`config.mk`:
```
export PLATFORM = sky130hd
export DESIGN_NAME = cnt_datapath
export DESIGN_NICKNAME = d
export VERILOG_FILES = /design/src/rtl/cnt_pkg.sv /design/src/rtl/cnt_next.sv /design/src/rtl/cnt_datapath.sv
export SDC_FILE = /design/constraint.sdc
export NUM_CORES = 1
export LEC_CHECK = 0
export ABC_CLOCK_PERIOD_IN_PS = 3300
export CORE_MARGIN = 2
export CORE_UTILIZATION = 51
export CTS_CLUSTER_DIAMETER = 40
export DETAILED_ROUTE_END_ITERATION = 8
export GPL_TIMING_DRIVEN = 0
export PLACE_DENSITY = 0.9
export SLEW_MARGIN = 15
export SYNTH_ARGS = -nofsm -noshare
export SYNTH_HDL_FRONTEND = slang
export SYNTH_SLANG_ARGS = --single-unit
```
`constraint.sdc`:
```
create_clock -name clk -period 3.3 [get_ports clk]
set_input_delay 0.66 -clock clk [delete_from_list [all_inputs] [get_ports clk]]
set_output_delay 0.66 -clock clk [all_outputs]
set_load 0.005 [all_outputs]
```
`src/rtl/cnt_pkg.sv`:
```
// Shared definitions for the mod-31 up/down counter.
// Used by the datapath and the boundary detector.
package cnt_pkg;

  localparam logic [1:0] SEL_WRAP = 2'b10;
  localparam logic [1:0] SEL_STEP = 2'b01;

  localparam int MAXV_DEF = 30;

  localparam logic MODE_UP = 1'b0;
  localparam logic MODE_DN = 1'b1;

  function automatic logic sel_legal(
    input logic [1:0] s
  );
    return (s == SEL_WRAP) || (s == SEL_STEP);
  endfunction

endpackage

```
`src/rtl/cnt_next.sv`:
```
// Combinational next count and expected select
// for the mod-31 counter datapath.
module cnt_next
  import cnt_pkg::*;
#(
  parameter int WIDTH = 5,
  parameter int MAXV  = MAXV_DEF
) (
  input  logic [WIDTH-1:0] a,
  input  logic             mode,
  input  logic [1:0]       sel,
  output logic [WIDTH-1:0] a_nxt,
  output logic [1:0]       exp_sel,
  output logic             wrap,
  output logic             illegal
);

  localparam logic [WIDTH-1:0] MAXV_W = WIDTH'(MAXV);
  localparam logic [WIDTH-1:0] ONE    = WIDTH'(1);

  logic at_end;

  // Locally derived select; out-of-range counts are treated as a step.
  always_comb begin
    at_end  = ((mode == MODE_UP) && (a == MAXV_W)) ||
              ((mode == MODE_DN) && (a == '0));
    exp_sel = at_end ? SEL_WRAP : SEL_STEP;
  end

  // Next value obeys the incoming select, even when it is wrong.
  always_comb begin
    a_nxt   = a;
    wrap    = 1'b0;
    illegal = !sel_legal(sel);
    unique case (1'b1)
      (sel == SEL_WRAP): begin
        a_nxt = (mode == MODE_DN) ? MAXV_W : '0;
        wrap  = 1'b1;
      end
      (sel == SEL_STEP): begin
        a_nxt = (mode == MODE_DN) ? a - ONE : a + ONE;
      end
      default: begin
        a_nxt = a;
      end
    endcase
  end

endmodule

```
`src/rtl/cnt_datapath.sv`:
```
// Registered datapath of the mod-31 up/down counter:
// count, wrap pulse/counter, load clamp and select checking.
module cnt_datapath
  import cnt_pkg::*;
#(
  parameter int WIDTH  = 5,
  parameter int MAXV   = MAXV_DEF,
  parameter int WCNT_W = 8
) (
  input  logic              clk,
  input  logic              rst_n,
  input  logic              en,
  input  logic              mode,
  input  logic              load,
  input  logic [WIDTH-1:0]  load_val,
  input  logic [1:0]        sel,
  output logic [WIDTH-1:0]  a,
  output logic              wrap_pulse,
  output logic [WCNT_W-1:0] wrap_cnt,
  output logic              sel_err,
  output logic              load_clamped
);

  localparam logic [WIDTH-1:0]  MAXV_W = WIDTH'(MAXV);
  localparam logic [WCNT_W-1:0] W_ONE  = WCNT_W'(1);

  logic [WIDTH-1:0]  a_q, a_d;
  logic [WCNT_W-1:0] wcnt_q, wcnt_d;
  logic              wrap_q, wrap_d;
  logic              err_q, err_d;
  logic              clamp_q, clamp_d;

  logic [WIDTH-1:0]  a_nxt;
  logic [1:0]        exp_sel;
  logic              nxt_wrap;
  logic              nxt_illegal;

  cnt_next #(
    .WIDTH (WIDTH),
    .MAXV  (MAXV)
  ) u_next (
    .a       (a_q),
    .mode    (mode),
    .sel     (sel),
    .a_nxt   (a_nxt),
    .exp_sel (exp_sel),
    .wrap    (nxt_wrap),
    .illegal (nxt_illegal)
  );

  // Next-state: load beats enable beats hold.
  always_comb begin
    a_d     = a_q;
    wcnt_d  = wcnt_q;
    wrap_d  = 1'b0;
    err_d   = err_q;
    clamp_d = 1'b0;
    if (load) begin
      clamp_d = (load_val > MAXV_W);
      a_d     = clamp_d ? MAXV_W : load_val;
      wcnt_d  = '0;
    end else if (en) begin
      a_d = a_nxt;
      if (nxt_wrap) begin
        wrap_d = 1'b1;
        if (wcnt_q != '1) begin
          wcnt_d = wcnt_q + W_ONE;
        end
      end
      if ((sel != exp_sel) || nxt_illegal) begin
        err_d = 1'b1;
      end
    end
  end

  // State registers with asynchronous clear.
  always_ff @(posedge clk or negedge rst_n) begin
    if (!rst_n) begin
      a_q     <= '0;
      wcnt_q  <= '0;
      wrap_q  <= 1'b0;
      err_q   <= 1'b0;
      clamp_q <= 1'b0;
    end else begin
      a_q     <= a_d;
      wcnt_q  <= wcnt_d;
      wrap_q  <= wrap_d;
      err_q   <= err_d;
      clamp_q <= clamp_d;
    end
  end

  assign a            = a_q;
  assign wrap_pulse   = wrap_q;
  assign wrap_cnt     = wcnt_q;
  assign sel_err      = err_q;
  assign load_clamped = clamp_q;

endmodule
```
**Word-level counts from Yosys, hierarchy flattened**

Cells that the tools add are included.

- Bits in registers: 16
- Bits of input ports: 12
- Output and inout port bits: 16

- Add/sub/neg operators: 3
- Magnitude comparators: 1
- Eq/ne operators: 5
- Muxes and demuxes: 16
- Bitwise logic cells: 2
- Reduce and logical (&&, ||, !) cells: 14

Operator list:

| operator | count |
|---|---|
| $mux W8 | 4 |
| $mux W5 | 5 |
| $pmux W5 S2 | 1 |
| $add A8 B1 Y8 const B | 1 |
| $ne A8 B8 Y1 const B | 1 |
| $reduce_and A3 Y1 | 2 |
| $reduce_bool A2 Y1 | 3 |
| $add A5 B1 Y5 const B | 1 |
| $eq A5 B5 Y1 const B | 1 |
| $gt A5 B5 Y1 const B | 1 |
| $logic_not A5 Y1 | 1 |
| $mux W1 | 5 |
| $sub A5 B1 Y5 const B | 1 |
| $logic_or A1 B1 Y1 | 3 |
| $reduce_bool A3 Y1 | 1 |
| $eq A2 B1 Y1 const B | 1 |
| $eq A2 B2 Y1 const B | 1 |
| $logic_and A1 B1 Y1 | 2 |
| $mux W2 | 1 |
| $ne A2 B2 Y1 | 1 |
| $not A1 Y1 | 2 |
| $reduce_and A2 Y1 | 1 |
| $logic_not A1 Y1 | 1 |

**Logic depth before layout (Yosys ltp)**

- Depth in word-level cells: 7
- Mapped depth: 7

**Hierarchy**

Synthesis repeated with hierarchy kept, for this count alone.

- Cell total of the unflattened synthesis: 124
- Area total of the unflattened synthesis: 1,151.1 um^2

By module, submodules not included:

| module | instances | cells each | area each (um^2) | seq. area each (um^2) |
|---|---|---|---|---|
| cnt_datapath | 1 | 76 | 812.0 | 400.4 |
| cnt_next | 1 | 48 | 339.1 | 0.0 |

**Worst setup path before layout**

OpenSTA, ideal clock, no wires.

- Path type: in2reg
- From: input port mode
- To: register a_q[4] (netlist: a[4])
- Setup time: 0.095 ns
- Data arrival time: 1.857 ns
- Slack: 1.348 ns
- Stages: 6
- Cells stage by stage: fa_1 > a21o_1 > a21oi_2 > mux2i_1 > and3_1 > o31ai_1

- Cells in the longest elaborated chain, start to end: 4
- Elaborated cells on any way between the ends: 5
- Classes of those cells: mux (5)

RTL lines:

| element | line | text |
|---|---|---|
| start, declared | cnt_datapath.sv:13 | `input logic mode,` |
| $mux W5, on equally long branches | cnt_next.sv:41, cnt_next.sv:37 |  |
| $pmux W5 S2 * | cnt_next.sv:35 | `unique case (1'b1)` |
| $mux W5 * | cnt_datapath.sv:62 | `end else if (en) begin` |
| $mux W5 * | cnt_datapath.sv:58 | `if (load) begin` |
| end signal, assigned | cnt_datapath.sv:79 | `a_q <= '0;` |
| end signal, assigned | cnt_datapath.sv:85 | `a_q <= a_d;` |
| end, declared | cnt_datapath.sv:27 | `logic [WIDTH-1:0] a_q, a_d;` |

Every way passes the cells marked *; elsewhere a longest branch is shown, timed or not. The select of a mux whose other input is x is not followed.
A chain may end at the register's enable or synchronous reset.

**Worst setup path after layout**

Same ends and word-level chain as after synthesis.

==> flow_summary.json <==
{
  "yosys.area.top_type": "dfrtp_1",
  "tns_ns": 0,
  "nFillCells": 159,
  "numCtsBuffers": 3,
  "period_needed_ns": 2.58,
  "avgSynthCellArea_um2": 9.38,
  "finalWorstSetupSlack_ns": 0.720,
  "critPathSlowestCell": "clkdlybuf4s50_1",
  "min_from": "wrap_cnt[6]",
  "grt_setup_unrepaired": "false",
  "synth_mux_area_frac": 0.0192,
  "clk_path_buf_depth": 2,
  "synthToLayoutAreaGrowth_pct": 30.4,
  "finalWirelength_um": 2290,
  "root_buffer": "clkbuf_4",
  "fin_skew_ns": 0.00537,
  "tightest_slew_ns": 0.701,
  "grt_pass1_vias": 943,
  "hold_path.class": "reg2reg",
  "r2r_cells": 6,
  "clock_latency_ns": 0.28,
  "final_cell_area_um2": 1360,
  "synthCells": 111,
  "ys_top_cells_by_area": "dfrtp_1 38%, ha_1 7.2%, xor2_1 5.9%",
  "drt-met1-wl_um": 1010,
  "cts_setup_buffers": 0,
  "yosys_warnings": 0,
  "crit_path_cell_trace": "clkdlybuf4s50_1 > fa_1 > a21o_1 > a21oi_2 > mux2i_1 > and3_1 > o31ai_1",
  "dr.max_layer_used": "met4",
  "rows": 16,
  "synth_nets": 130,
  "grt_usage": 0.205,
  "fp.dieW_um": 49.2,
  "n_antenna_cell": 0,
  "num_io_pins": 28,
  "cp-end-kind": "register",
  "cts_resized": 0,
  "cts_tree": "built",
  "finalHoldWorstSlack_ns": 0.588,
  "start_util": 0.536,
  "synth_xor_area_frac": 0.0757,
  "p_total_mw": 0.433,
  "ys.flop_type": "dfrtp_1",
  "multi_input_area_um2": 599,
  "ys_async_sr_fraction": 1.00,
  "regToRegSetupSlack_ns": 1.27,
  "path_class": "in2reg",
  "p_leak_nw": 0.593,
  "die_h_um": 49.2,
  "hold_buffers": 0,
  "wl_met2_um": 1140,
  "place.gp.congestion": 0.869,
  "overflow": 0,
  "seq_area_um2": 400,
  "drc": 0,
  "dr.pass1.iters": 4,
  "clkTransAtPathRegs_ns": 0.09,
  "port_buffers": 26,
  "cp_max_fo": 11,
  "synth_compound_area_frac": 0.166,
  "setup_violations": 0,
  "final_antenna_net_count": 0,
  "synth_fa_ha_area_frac": 0.0913,
  "drt_iter0_drc": 17,
  "finalCritPeriodShare": 0.782,
  "ys_seq_area_frac": 0.385,
  "r2r_end": "a[4]",
  "avgViaCountPerCell": 5.60,
  "synth-simple-area-share": 0.224,
  "cap_violations": 0,
  "crit_arrival_ns": 2.76,
  "vdd_drop_max_v": 0.000215,
  "synth_edf_count": 0,
  "antenna_found_initial": 0,
  "core_area_um2": 1940,
  "required_ns": 3.48,
  "clock_tree.htree_level_count": 1,
  "cts_sinks": 16,
  "relSlewSlack": 0.531,
  "powerDensity_nw_per_um2": 319,
  "drive_above_1_share": 0.0714,
  "routedWlPerCell_um": 13.7,
  "dp_hpwl_um": 1720,
  "rr_startpoint": "a[1]",
  "critPathLaunchType": "primary input",
  "netlist.area_leader.share": 0.385,
  "finalHoldViolCount": 0,
  "wl_met3_um": 112,
  "slowest_delay_ns": 0.62,
  "place_ws_ns": 0.491,
  "clock.fmax_mhz": 388,
  "hold_depth": 2,
  "synth-seq-cells": 16,
  "design.die.area_um2": 2420,
  "yosysUniqueCellTypes": 35,
  "layout.nets": 161,
  "grt_pass1_wl_um": 3860,
  "synth_top_family_by_area": "simple AND/OR/NAND/NOR gates",
  "vias": 935,
  "status": "completed",
  "placed_area_um2": 1340,
  "startpoint": "mode",
  "synth_area_um2": 1040,
  "grt_max_degree": 17,
  "hold_end": "wrap_cnt[6]",
  "finalMaxSlewViolations": 0
}
synthesized netlist by cell type, drive strengths merged, types with 3 or more instances:
master / count
ha: 6
nand4: 5
o22ai: 3
nor2: 15
xor2: 7
o21ai: 6
and3: 3
inv: 5
dfrtp: 16
a21oi: 6
nand2: 9
nand3: 5
power by group:
part	internal (mW)	switching (mW)
Sequential	0.204	0.0151
Combinational	0.0603	0.0542
Clock	0.0423	0.0566
cell usage in the layout, fill, tap and decap left out, drive strengths merged:
| cell | instances |
|---|---|
| buf | 2 |
| nand2b | 2 |
| a21oi | 6 |
| nor4 | 1 |
| ha | 6 |
| nand2 | 9 |
| nor2 | 15 |
| o21ai | 6 |
| o22a | 1 |
| and2 | 1 |
| clkbuf | 4 |
| dfrtp | 16 |
| fa | 1 |
| a21o | 2 |
| o22ai | 3 |
| a41oi | 1 |
| mux2i | 2 |
| a211oi | 1 |
| xnor2 | 2 |
| clkdlybuf4s50 | 26 |
| and4 | 1 |
| nor4b | 2 |
| a31oi | 1 |
| and3 | 3 |
| inv | 5 |
| nand4 | 5 |
| xor2 | 7 |
| nand3 | 5 |
| o221ai | 2 |
| nor3 | 1 |
| o31ai | 1 |
routing by layer:
metal	track usage	vias to the layer above
met1	0.227	440
met4	0.105	0
li1	-	458
met2	0.363	33
met5	0	-
met3	0.0460	4
worst max path at each step:
stage / to / slack (ns) / cells after the start
4_1_cts: a[4] / 0.74 / 7
2_1_floorplan: a[4] / 1.35 / 6
6_report: a[4] / 0.72 / 7
5_1_grt: a[4] / 0.63 / 7
3_3_place_gp: a[4] / 0.59 / 7
3_5_place_dp: a[4] / 0.49 / 7
sequential cells by signal, indices dropped and copies added, names as in the netlist:
name,flops
sel_err,1
a,5
wrap_pulse,1
load_clamped,1
wrap_cnt,8
cell families after synthesis:
| logic type | after synthesis |
|---|---|
| DFF | 16 |
| and+or+nand+nor | 45 |
| adders and majority gates | 7 |
| muxes | 2 |
| xor gates and xnor gates | 9 |
| buffers and inverters | 8 |
| AOI/OAI and AO/OA | 24 |
critical path, delay by kind of cell:
family / cells / cell delay [ns]
compound gates: 3 / 0.68
buf+inv: 1 / 0.62
fa+ha+maj: 1 / 0.50
simple gates: 1 / 0.19
mux: 1 / 0.11
cell type report:
cell class	count	share of cell area
multi-input cells	87	0.441
repair buffers	26	0.192
well taps	27	0.0249
flip-flops and latches	16	0.295
plain buffers	3	0.0166
clock buffers	3	0.0166
inverters	5	0.0138
per-stage QoR:
step / instances / utilization
4_1_cts: 167 / 0.699
3_5_place_dp: 164 / 0.688
2_1_floorplan: 111 / -
6_report: 167 / 0.699
5_1_grt: 167 / 0.699
3_3_place_gp: 164 / 0.688
Power figures use the tool's default switching activity.
